`src/rtl/prbs31_pkg.sv`:
```
// rtl/prbs31_pkg.sv - shared PRBS31 constants and checker state encoding
package prbs31_pkg;
    localparam int PRBS31_LEN   = 31;
    localparam int PRBS31_TAP_A = 30;
    localparam int PRBS31_TAP_B = 27;
    localparam logic [PRBS31_LEN-1:0] PRBS31_SEED = 31'd1;

    typedef enum logic [1:0] {
        HUNT    = 2'd0,
        COMPARE = 2'd1,
        LOCKED  = 2'd2
    } prbs_state_e;
endpackage

```
`src/rtl/prbs31_lfsr.sv`:
```
// rtl/prbs31_lfsr.sv - 31-bit PRBS31 shift register with external/feedback load select
module prbs31_lfsr
    import prbs31_pkg::*;
#(
    parameter logic [PRBS31_LEN-1:0] INIT = '0
) (
    input  logic                  clk,
    input  logic                  rst_n,
    input  logic                  adv,
    input  logic                  use_ext,
    input  logic                  ext,
    output logic [PRBS31_LEN-1:0] sr,
    output logic                  pred
);
    assign pred = sr[PRBS31_TAP_A] ^ sr[PRBS31_TAP_B];

    always_ff @(posedge clk or negedge rst_n) begin
        if (!rst_n) begin
            sr <= INIT;
        end else if (adv) begin
            sr <= {sr[PRBS31_LEN-2:0], use_ext ? ext : pred};
        end
    end
endmodule

```
`config.mk`:
```
export PLATFORM = sky130hd
export DESIGN_NAME = prbs31_lfsr
export DESIGN_NICKNAME = d
export VERILOG_FILES = /design/src/rtl/prbs31_pkg.sv /design/src/rtl/prbs31_lfsr.sv
export SDC_FILE = /design/constraint.sdc
export NUM_CORES = 1
export LEC_CHECK = 0
export CORE_MARGIN = 10
export CORE_UTILIZATION = 40
export CTS_CLUSTER_SIZE = 28
export DETAILED_ROUTE_END_ITERATION = 12
export GPL_TIMING_DRIVEN = 1
export PLACE_DENSITY = 0.8
export SYNTH_ARGS = -nofsm -noshare
export SYNTH_HDL_FRONTEND = slang
export SYNTH_SLANG_ARGS = --single-unit
```
`constraint.sdc`:
```
create_clock -name clk -period 1.25 [get_ports clk]
set_clock_uncertainty 0.15 [all_clocks]
set_input_delay 0.375 -clock clk [delete_from_list [all_inputs] [get_ports clk]]
set_output_delay 0.375 -clock clk [all_outputs]
set_load 0.05 [all_outputs]
```
==> impl_metrics.py <==
metrics = {
    "critical_path": {
        "criticalPathCategory": "reg2out",
        "crit_fanout": 2,
        "r2r-start": "sr[0]$_DFFE_PN0P_",
        "critical_path_required_ns": 0.73,
        "cpMaxStageDelayCell": "dfrtp_2",
        "cp-startpoint": "sr[30]$_DFFE_PN0P_",
        "slowest_delay_ns": 0.45,
        "critical_path.endpoint_type": "primary output",
        "crit_chain": "xor2_4, buf_12",
        "start_kind": "register",
        "r2r_slack_ns": -0.06,
        "arrival_ns": 1.14,
    },
    "global_route": {
        "grt_pass1_wl_um": 4930,
        "overflow": 0,
        "grt_pass1_vias": 959,
        "grt_max_degree": 32,
        "antenna_found_initial": 0,
        "grtUsageTotal": 0.121,
    },
    "die": {
        "fp.dieH_um": 74.4,
        "start_util": 0.422,
        "core_area_um2": 2810,
        "die_area_um2": 5540,
        "die_w_um": 74.4,
        "ios": 37,
        "rows": 19,
    },
    "layout": {
        "syn2layout_area_growth_pct": 89.0,
        "stdcell_area_um2": 2240,
        "top_register": "sr",
        "stdcell_count": 171,
        "top_regs": "sr (31)",
        "final_nets": 145,
        "final_common_cell": "buf_12",
        "drive_gt1_frac": 0.743,
        "diodes": 0,
        "layout_common_cells": "buf_12, dfrtp_1, mux2_2",
        "fillers": 159,
        "largest_register_ffs": 31,
    },
    "drt": {
        "post-route-drc-count": 0,
        "antenna_left": 0,
        "drtIter0Drc": 33,
        "finalWirelength_um": 3270,
        "vias": 852,
        "dr.pass1.iters": 4,
        "wl_per_cell_um": 19.1,
        "detail_route.vias_per_cell": 4.98,
    },
    "clock_network": {
        "cts-hold-fix-buffers": 0,
        "h-tree-depth": 2,
        "cts_tree": "built",
        "clk_pin_slew_ns": 0.09,
        "clk_latency_ns": 0.33,
        "clock_sinks": 31,
        "cts-buffers-inserted": 5,
        "clockBufferDepth": 2,
        "cts-root-buf": "clkbuf_4",
    },
    "sta": {
        "timing.final.crit_share": 1.33,
        "period_needed_ns": 1.67,
        "hold_viol_final": 0,
        "fin_ws_ns": -0.418,
        "tightest_slew_ns": 0.287,
        "rsz0062_at_grt": "yes",
        "finalMaxSlewViolations": 0,
        "setup_viol_count_final": 33,
        "holdWs_ns": 0.258,
        "max_slew_margin": 0.809,
        "max_freq_mhz": 599,
    },
    "hold_path": {
        "min_path_type": "in2async",
    },
    "place": {
        "dpl_cell_area_um2": 1950,
        "dp_cells": 137,
        "gp_congestion": 0.748,
        "io_buffer_count": 36,
        "place_hpwl_um": 1940,
    },
    "logic_synthesis": {
        "seq_area_frac_synth": 0.655,
        "syn-instance-count": 69,
        "syn_nets": 74,
        "ys_seq_elements": 31,
        "synth_cell_types": 7,
        "syn-cell-area_um2": 1180,
        "syn_avg_cell_area_um2": 17.2,
        "ys_warn_count": 0,
    },
    "pwr": {
        "worst_ir_drop_vdd_v": 0.00212,
        "p_per_area_nw_per_um2": 2670,
        "leakage_nw": 1.10,
        "power.total_w": 0.00599,
    },
    "run_status": {
        "violations": "negative setup slack",
        "status": "complete, but fails checks",
    },
    "job": {
        "maxCapViolCount": 0,
    },
}
## path summary, 6_finish.rpt
path / endpoint / depth (start not counted)
max: pred / 2
min: sr[1]$_DFFE_PN0P_ / 2
max reg2reg: sr[0]$_DFFE_PN0P_ / 4
min reg2reg: sr[8]$_DFFE_PN0P_ / 1
max in group asynchronous: sr[27]$_DFFE_PN0P_ / 2
min in group clk: sr[8]$_DFFE_PN0P_ / 1
## timing repair
action | 4_1_cts | 5_1_grt
buffers inserted | 20 | 6
gates cloned | 1 | 0
resized for setup | 2 | 4
setup endpoints to repair | 63 | 47
## layout make-up
| class | count | area, µm² | share of cell area |
|---|---|---|---|
| Timing Repair Buffer | 67 | 965 | 0.431 |
| Clock inverter | 1 | 5.00 | 0.00223 |
| Multi-Input combinational cell | 35 | 402 | 0.179 |
| Tap cell | 31 | 38.8 | 0.0173 |
| Clock buffer | 6 | 51.3 | 0.0229 |
| Sequential cell | 31 | 778 | 0.347 |
## report_power, final
part,switching [W],total [W],leakage (nW),internal (W)
combinational,0.00172,0.00366,0.656,0.00194
sequential,0.000410,0.00175,0.408,0.00134
clock,0.000318,0.000578,0.0341,0.000260
## metal layers
layer  part of all wire  track usage
met4              0.033       0.0714
met1               0.35        0.114
met3              0.082       0.0545
met5                  0            0
met2               0.54        0.213
## synth_stat cells, drive strengths merged
cell | instances | area, µm²
and3 | 1 | 7.51
a211o | 1 | 8.76
buf | 3 | 33.8
dfrtp | 31 | 776
mux2 | 30 | 338
xor2 | 1 | 8.76
nor2b | 2 | 12.5
## worst max-delay path, delay by kind of cell (launching register included)
family,cells,cell delay [ns]
flip-flops,1,0.45
XOR/XNOR,1,0.21
buffers and inverters,1,0.16
## per-stage QoR
step | util | setup WS (ns) | setup TNS (ns)
2_1_floorplan | - | -0.221 | -0.342
3_3_place_gp | 0.694 | -0.462 | -14.18
3_5_place_dp | 0.694 | -0.489 | -14.67
4_1_cts | 0.780 | -0.428 | -6.88
5_1_grt | 0.798 | -0.459 | -8.09
6_report | 0.798 | -0.418 | -6.67
## kinds of logic after synthesis
kind of cell	after synthesis	share of synthesized area
mux	30	0.285
xor+xnor	1	0.00739
buf+inv	3	0.0285
flops	31	0.655
simple gates	3	0.0169
compound gates	1	0.00739
Power figures use the tool's default switching activity.
==> RTL edit 1, RTL diff (config.mk and constraints unchanged) <==
Make the reset (`rst_n`) synchronous in one clocked block.
--- a/src/rtl/prbs31_lfsr.sv
+++ b/src/rtl/prbs31_lfsr.sv
@@ -15,5 +15,5 @@
     assign pred = sr[PRBS31_TAP_A] ^ sr[PRBS31_TAP_B];
 
-    always_ff @(posedge clk or negedge rst_n) begin
+    always_ff @(posedge clk) begin
         if (!rst_n) begin
             sr <= INIT;
Behaviour: differs if rst_n is asserted again (counterexample within 4 cycles, from zero or initial values and one cycle with rst_n low); with rst_n held inactive, the same outputs for 10 cycles.
==> RTL edit 1 against the unedited design <==
The flow still finishes with violations (setup timing); hold slack improved by 0.11 ns; worst setup slack improved by 0.078 ns; final area increased by 2.8%; wire length increased by 11%; sequential cell count unchanged; area after synthesis increased by 1.9%; final cell count increased by 20%; highest routed layer unchanged.
Power is left out: it rests on default switching activity, and per cell area and clock period it moved more than threefold.
==> RTL edit 1: results (changes against the unedited design) <==
- Status: finished, violations left
- Failing checks: setup timing
- Vias in the first global route: 1096 (+14%)
- RR Startpoint: sr[30]$_SDFFE_PN0P_
- DR top layer: met4
- Hpwl dp: 2110 microns (+8.6%)
- Share of post-route cells with drive strength above 1: 61.1% (-13 points)
- Vias: 1005 (+18%)
- Pre-Repair DR Iteration Count: 2 (-2)
- Clk slew on worst S/H paths: ~0.1 ns
- Crit path DAT: 1.07 ns (-0.07 ns)
- Buffering overhead: 41.6% (-1.5 points)
- Multi-input gate area: 549 sq um (+37%)
- Count of cell types in the netlist: 9 (+2)
- Setup slack after layout: -0.340 ns (+0.0781 ns)
- 1st-iter DRT viols: 35 (+6.1%)
- Largest cells by area after synthesis: dfxtp_1 51%, mux2i_1 25%, nor2b_1 16%, buf_6 3.7%, clkbuf_1 0.93%
- Crit-path max cell delay: 0.37 ns (-0.08 ns)
- Seq/Total Area, Yosys: 51.4% (-14 points)
- Cells on worst reg2reg path: 3 (-1)
- Final Setup Violations: 33 (unchanged)
- Synth cell count leaders: 31 x dfxtp_1, 31 x nor2b_1, 30 x mux2i_1, 4 x buf_6, 3 x clkbuf_1
- First-pass GRT wire length: 5580 microns (+13%)
- Pre-CTS WS: -0.347 ns (+0.142 ns)
- Crit-path slowest cell: dfxtp_4
- RR Endpoint: sr[0]$_SDFFE_PN0P_
- Post-Route Setup TNS: -4.18 ns (+2.48 ns)
- Multi-input gates: 65 (+86%)
- Worst path top cell family by delay: flip-flops
- Area share of xor/xnor cells in the synthesized design: 0.725% (-0.014 points)
- Fill cells: 143 (-10%)
- DRT Wirelength: 3620 microns (+11%)
- CLK BUF: 8 (+2)
- Synth async-reset ratio: 0% (-100 points)
- Min-Delay Path Depth: 3
- Synth Area in Compound Gates: 0.829% (+0.090 points)
- Largest net degree at the start of global routing: 19 (-41%)
- Hold Crit Start: rst_n
- DP Area: 0.00196 sq mm (+0.58%)
- CTS buffer count: 5 (unchanged)
- Routed length on met3: 327 microns (+22%)
- Metal-1 WL: 1340 microns (+18%)
- Diode count: 0 (unchanged)
- N_taps: 31 (unchanged)
- Sequential cell area share: 29.9% (-4.8 points)
- Mux share of post-synthesis cell area: 24.9% (-3.6 points)
- Max_slew headroom: 87.9% (+7.0 points)
- Hold Crit Class: in2reg
- Final RePlAce weighted congestion: 0.699 (-6.6%)
- Plain + repair buffers: 71 (+6.0%)
- # nets final: 179 (+23%)
- Main synth FF type: dfxtp_1
- ClkCell Share: 2.99% (+0.47 points)
- DR WL met2: 1870 microns (+6.4%)
- R2r setup slk: 0.02 ns (+0.08 ns)
- GRT Total Usage: 13.4% (+1.3 points)
- Syn Nets: 108 (+46%)
- Final Hold Slack: 0.367 ns (+0.109 ns)
- Clk_lat worst skew: 0.34 ns
- Crit path to: pred
RTL edit 1: cell types whose count changed in the layout (fill, tap and decap cells not counted), moves of 12 or more:
cell	unedited run	this run
mux2i_1	0	30
dfrtp_1	29	0
nor2b_1	2	31
mux2_2	28	0
dfxtp_2	0	19
dfxtp_4	0	12
RTL edit 1: worst min-delay path, stage by stage:
cell and delay, ns:
dlymetal6s2s_1 0.17, buf_6 0.16, nor2b_1 0.12
RTL edit 1: per-stage QoR:
| stage | utilization [%] | instances |
|---|---|---|
| final | 81.4 | 206 |
| after global routing | 81.4 | 206 |
| after CTS | 80.8 | 205 |
| after detailed placement | 69.2 | 170 |
| after floorplan | - | 103 |
| after global placement | 69.2 | 170 |
RTL edit 1: timing repair:
item                       in CTS  in global routing
resized for setup              36                  4
setup endpoints to repair      32                 34
hold buffers                    0                  0
pin swaps                       1                  1
buffers inserted               27                  1
RTL edit 1: layer usage:
metal	up-vias	track usage (%)
li1	486	-
met1	478	13.5
met2	35	21.6
met3	6	7.36
met4	0	7.77
met5	-	0
==> RTL edit 2, RTL diff (config.mk and constraints unchanged) <==
Made on the original files. `PRBS31_LEN`: 31 -> 62.
--- a/src/rtl/prbs31_pkg.sv
+++ b/src/rtl/prbs31_pkg.sv
@@ -1,5 +1,5 @@
 // rtl/prbs31_pkg.sv - shared PRBS31 constants and checker state encoding
 package prbs31_pkg;
-    localparam int PRBS31_LEN   = 31;
+    localparam int PRBS31_LEN   = 62;
     localparam int PRBS31_TAP_A = 30;
     localparam int PRBS31_TAP_B = 27;
Ports: changed (resized sr); port bits go from 37 to 68. The function was not compared with the original's and may differ.
==> RTL edit 2 against the unedited design <==
The run still ends with setup timing left; synthesized cell count up 96%; clock power grew to 3.5 times the old value; worst setup slack lost 0.0090 ns; maximum frequency fell by 0.54%; final area grew 110%; power up 49%; wire length up 98%; sequential cell count rose by 31; sequential share of layout area down 2.1 points; area after synthesis up 120%; combinational power grew 11%.
==> RTL edit 2: results (changes against the unedited design) <==
- RR Startpoint: sr[30]$_DFFE_PN0P_
- Status: finished, violations left
- Final Setup Violations: 63 (+91%)
- Largest cells by area after synthesis: dfrtp_1 59%, mux2_4 34%, buf_12 4.6%, nor2b_1 0.48%, buf_6 0.43%
- Post-CTS Setup Inserts: 52 (+160%)
- Hpwl dp: 3860 microns (+99%)
- Largest net degree at the start of global routing: 63 (+97%)
- Vias: 1702 (+100%)
- Int Power: 0.00586 W (+66%)
- 1st-iter DRT viols: 45 (+36%)
- Top Registers: sr (62)
- CTS buffer count: 9 (+4)
- Final RePlAce weighted congestion: 0.709 (-5.3%)
- Hold Crit Class: in2reg
- Port bufs: 67 (+86%)
- DR WL met2: 3230 microns (+84%)
- Setup slack after layout: -0.427 ns (-0.00899 ns)
- GRT Total Usage: 12.5% (+0.39 points)
- Worst VDD drop: 0.00174 V (-18%)
- Count of cell types in the netlist: 9 (+2)
- Failing checks: setup timing
- Synth cell count leaders: 62 x dfrtp_1, 60 x mux2_4, 6 x buf_12, 2 x nor2b_1
- Hold buffer count at CTS: 1 (+1)
- Pre-CTS WS: -0.281 ns (+0.207 ns)
- Grt met1 use: 13.9% (+2.6 points)
- Clock Power: 0.00203 W (+250%)
- Worst slew pin tran: 0.327 ns (+0.0398 ns)
- Metal-1 WL: 2440 microns (+110%)
-- RTL edit 2: changes by cell type in the layout (fill, tap and decap cells not counted), moves of 2 or more --
cell	unedited run	this run
dfrtp_2	2	4
mux2_4	2	60
dfrtp_1	29	58
buf_12	34	66
buf_4	26	73
clkbuf_8	1	12
clkbuf_4	5	0
bufinv_16	0	2
mux2_2	28	1
-- RTL edit 2: worst max-delay path by stage --
stage / endpoint / slack, ns / cells after the start
6_report: pred / -0.43 / 2
5_1_grt: pred / -0.46 / 2
4_1_cts: pred / -0.44 / 2
3_5_place_dp: sr[0]$_DFFE_PN0P_ / -0.28 / 3
3_3_place_gp: sr[0]$_DFFE_PN0P_ / -0.24 / 3
2_1_floorplan: pred / -0.23 / 1
-- RTL edit 2: area by class of cell --
| class | count | area (sq um) |
|---|---|---|
| timing repair buffer | 144 | 1920 |
| fill | 370 | 1620 |
| sequential | 62 | 1560 |
| multi-input combinational | 66 | 967 |
| clock buffer | 13 | 169 |
| tap | 77 | 96.3 |
| clock inverter | 3 | 65.1 |
-- RTL edit 2: logic make-up (layout without fill, tap and decap cells) --
logic type,count (synthesis),in the layout,share of synthesized area (%)
xor gates and xnor gates,1,1,0.333
buffers and inverters,7,160,4.99
AOI/OAI and AO/OA,1,1,0.333
muxes,61,61,34.7
DFF,62,62,59.0
and+or+nand+nor,3,3,0.713
-- RTL edit 2: stage by stage --
| step | setup TNS (ns) | std cells |
|---|---|---|
| 2_1_floorplan | -0.359 | 135 |
| 3_3_place_gp | -5.40 | 282 |
| 3_5_place_dp | -6.73 | 282 |
| 4_1_cts | -12.95 | 351 |
| 5_1_grt | -14.21 | 365 |
| 6_report | -12.16 | 365 |
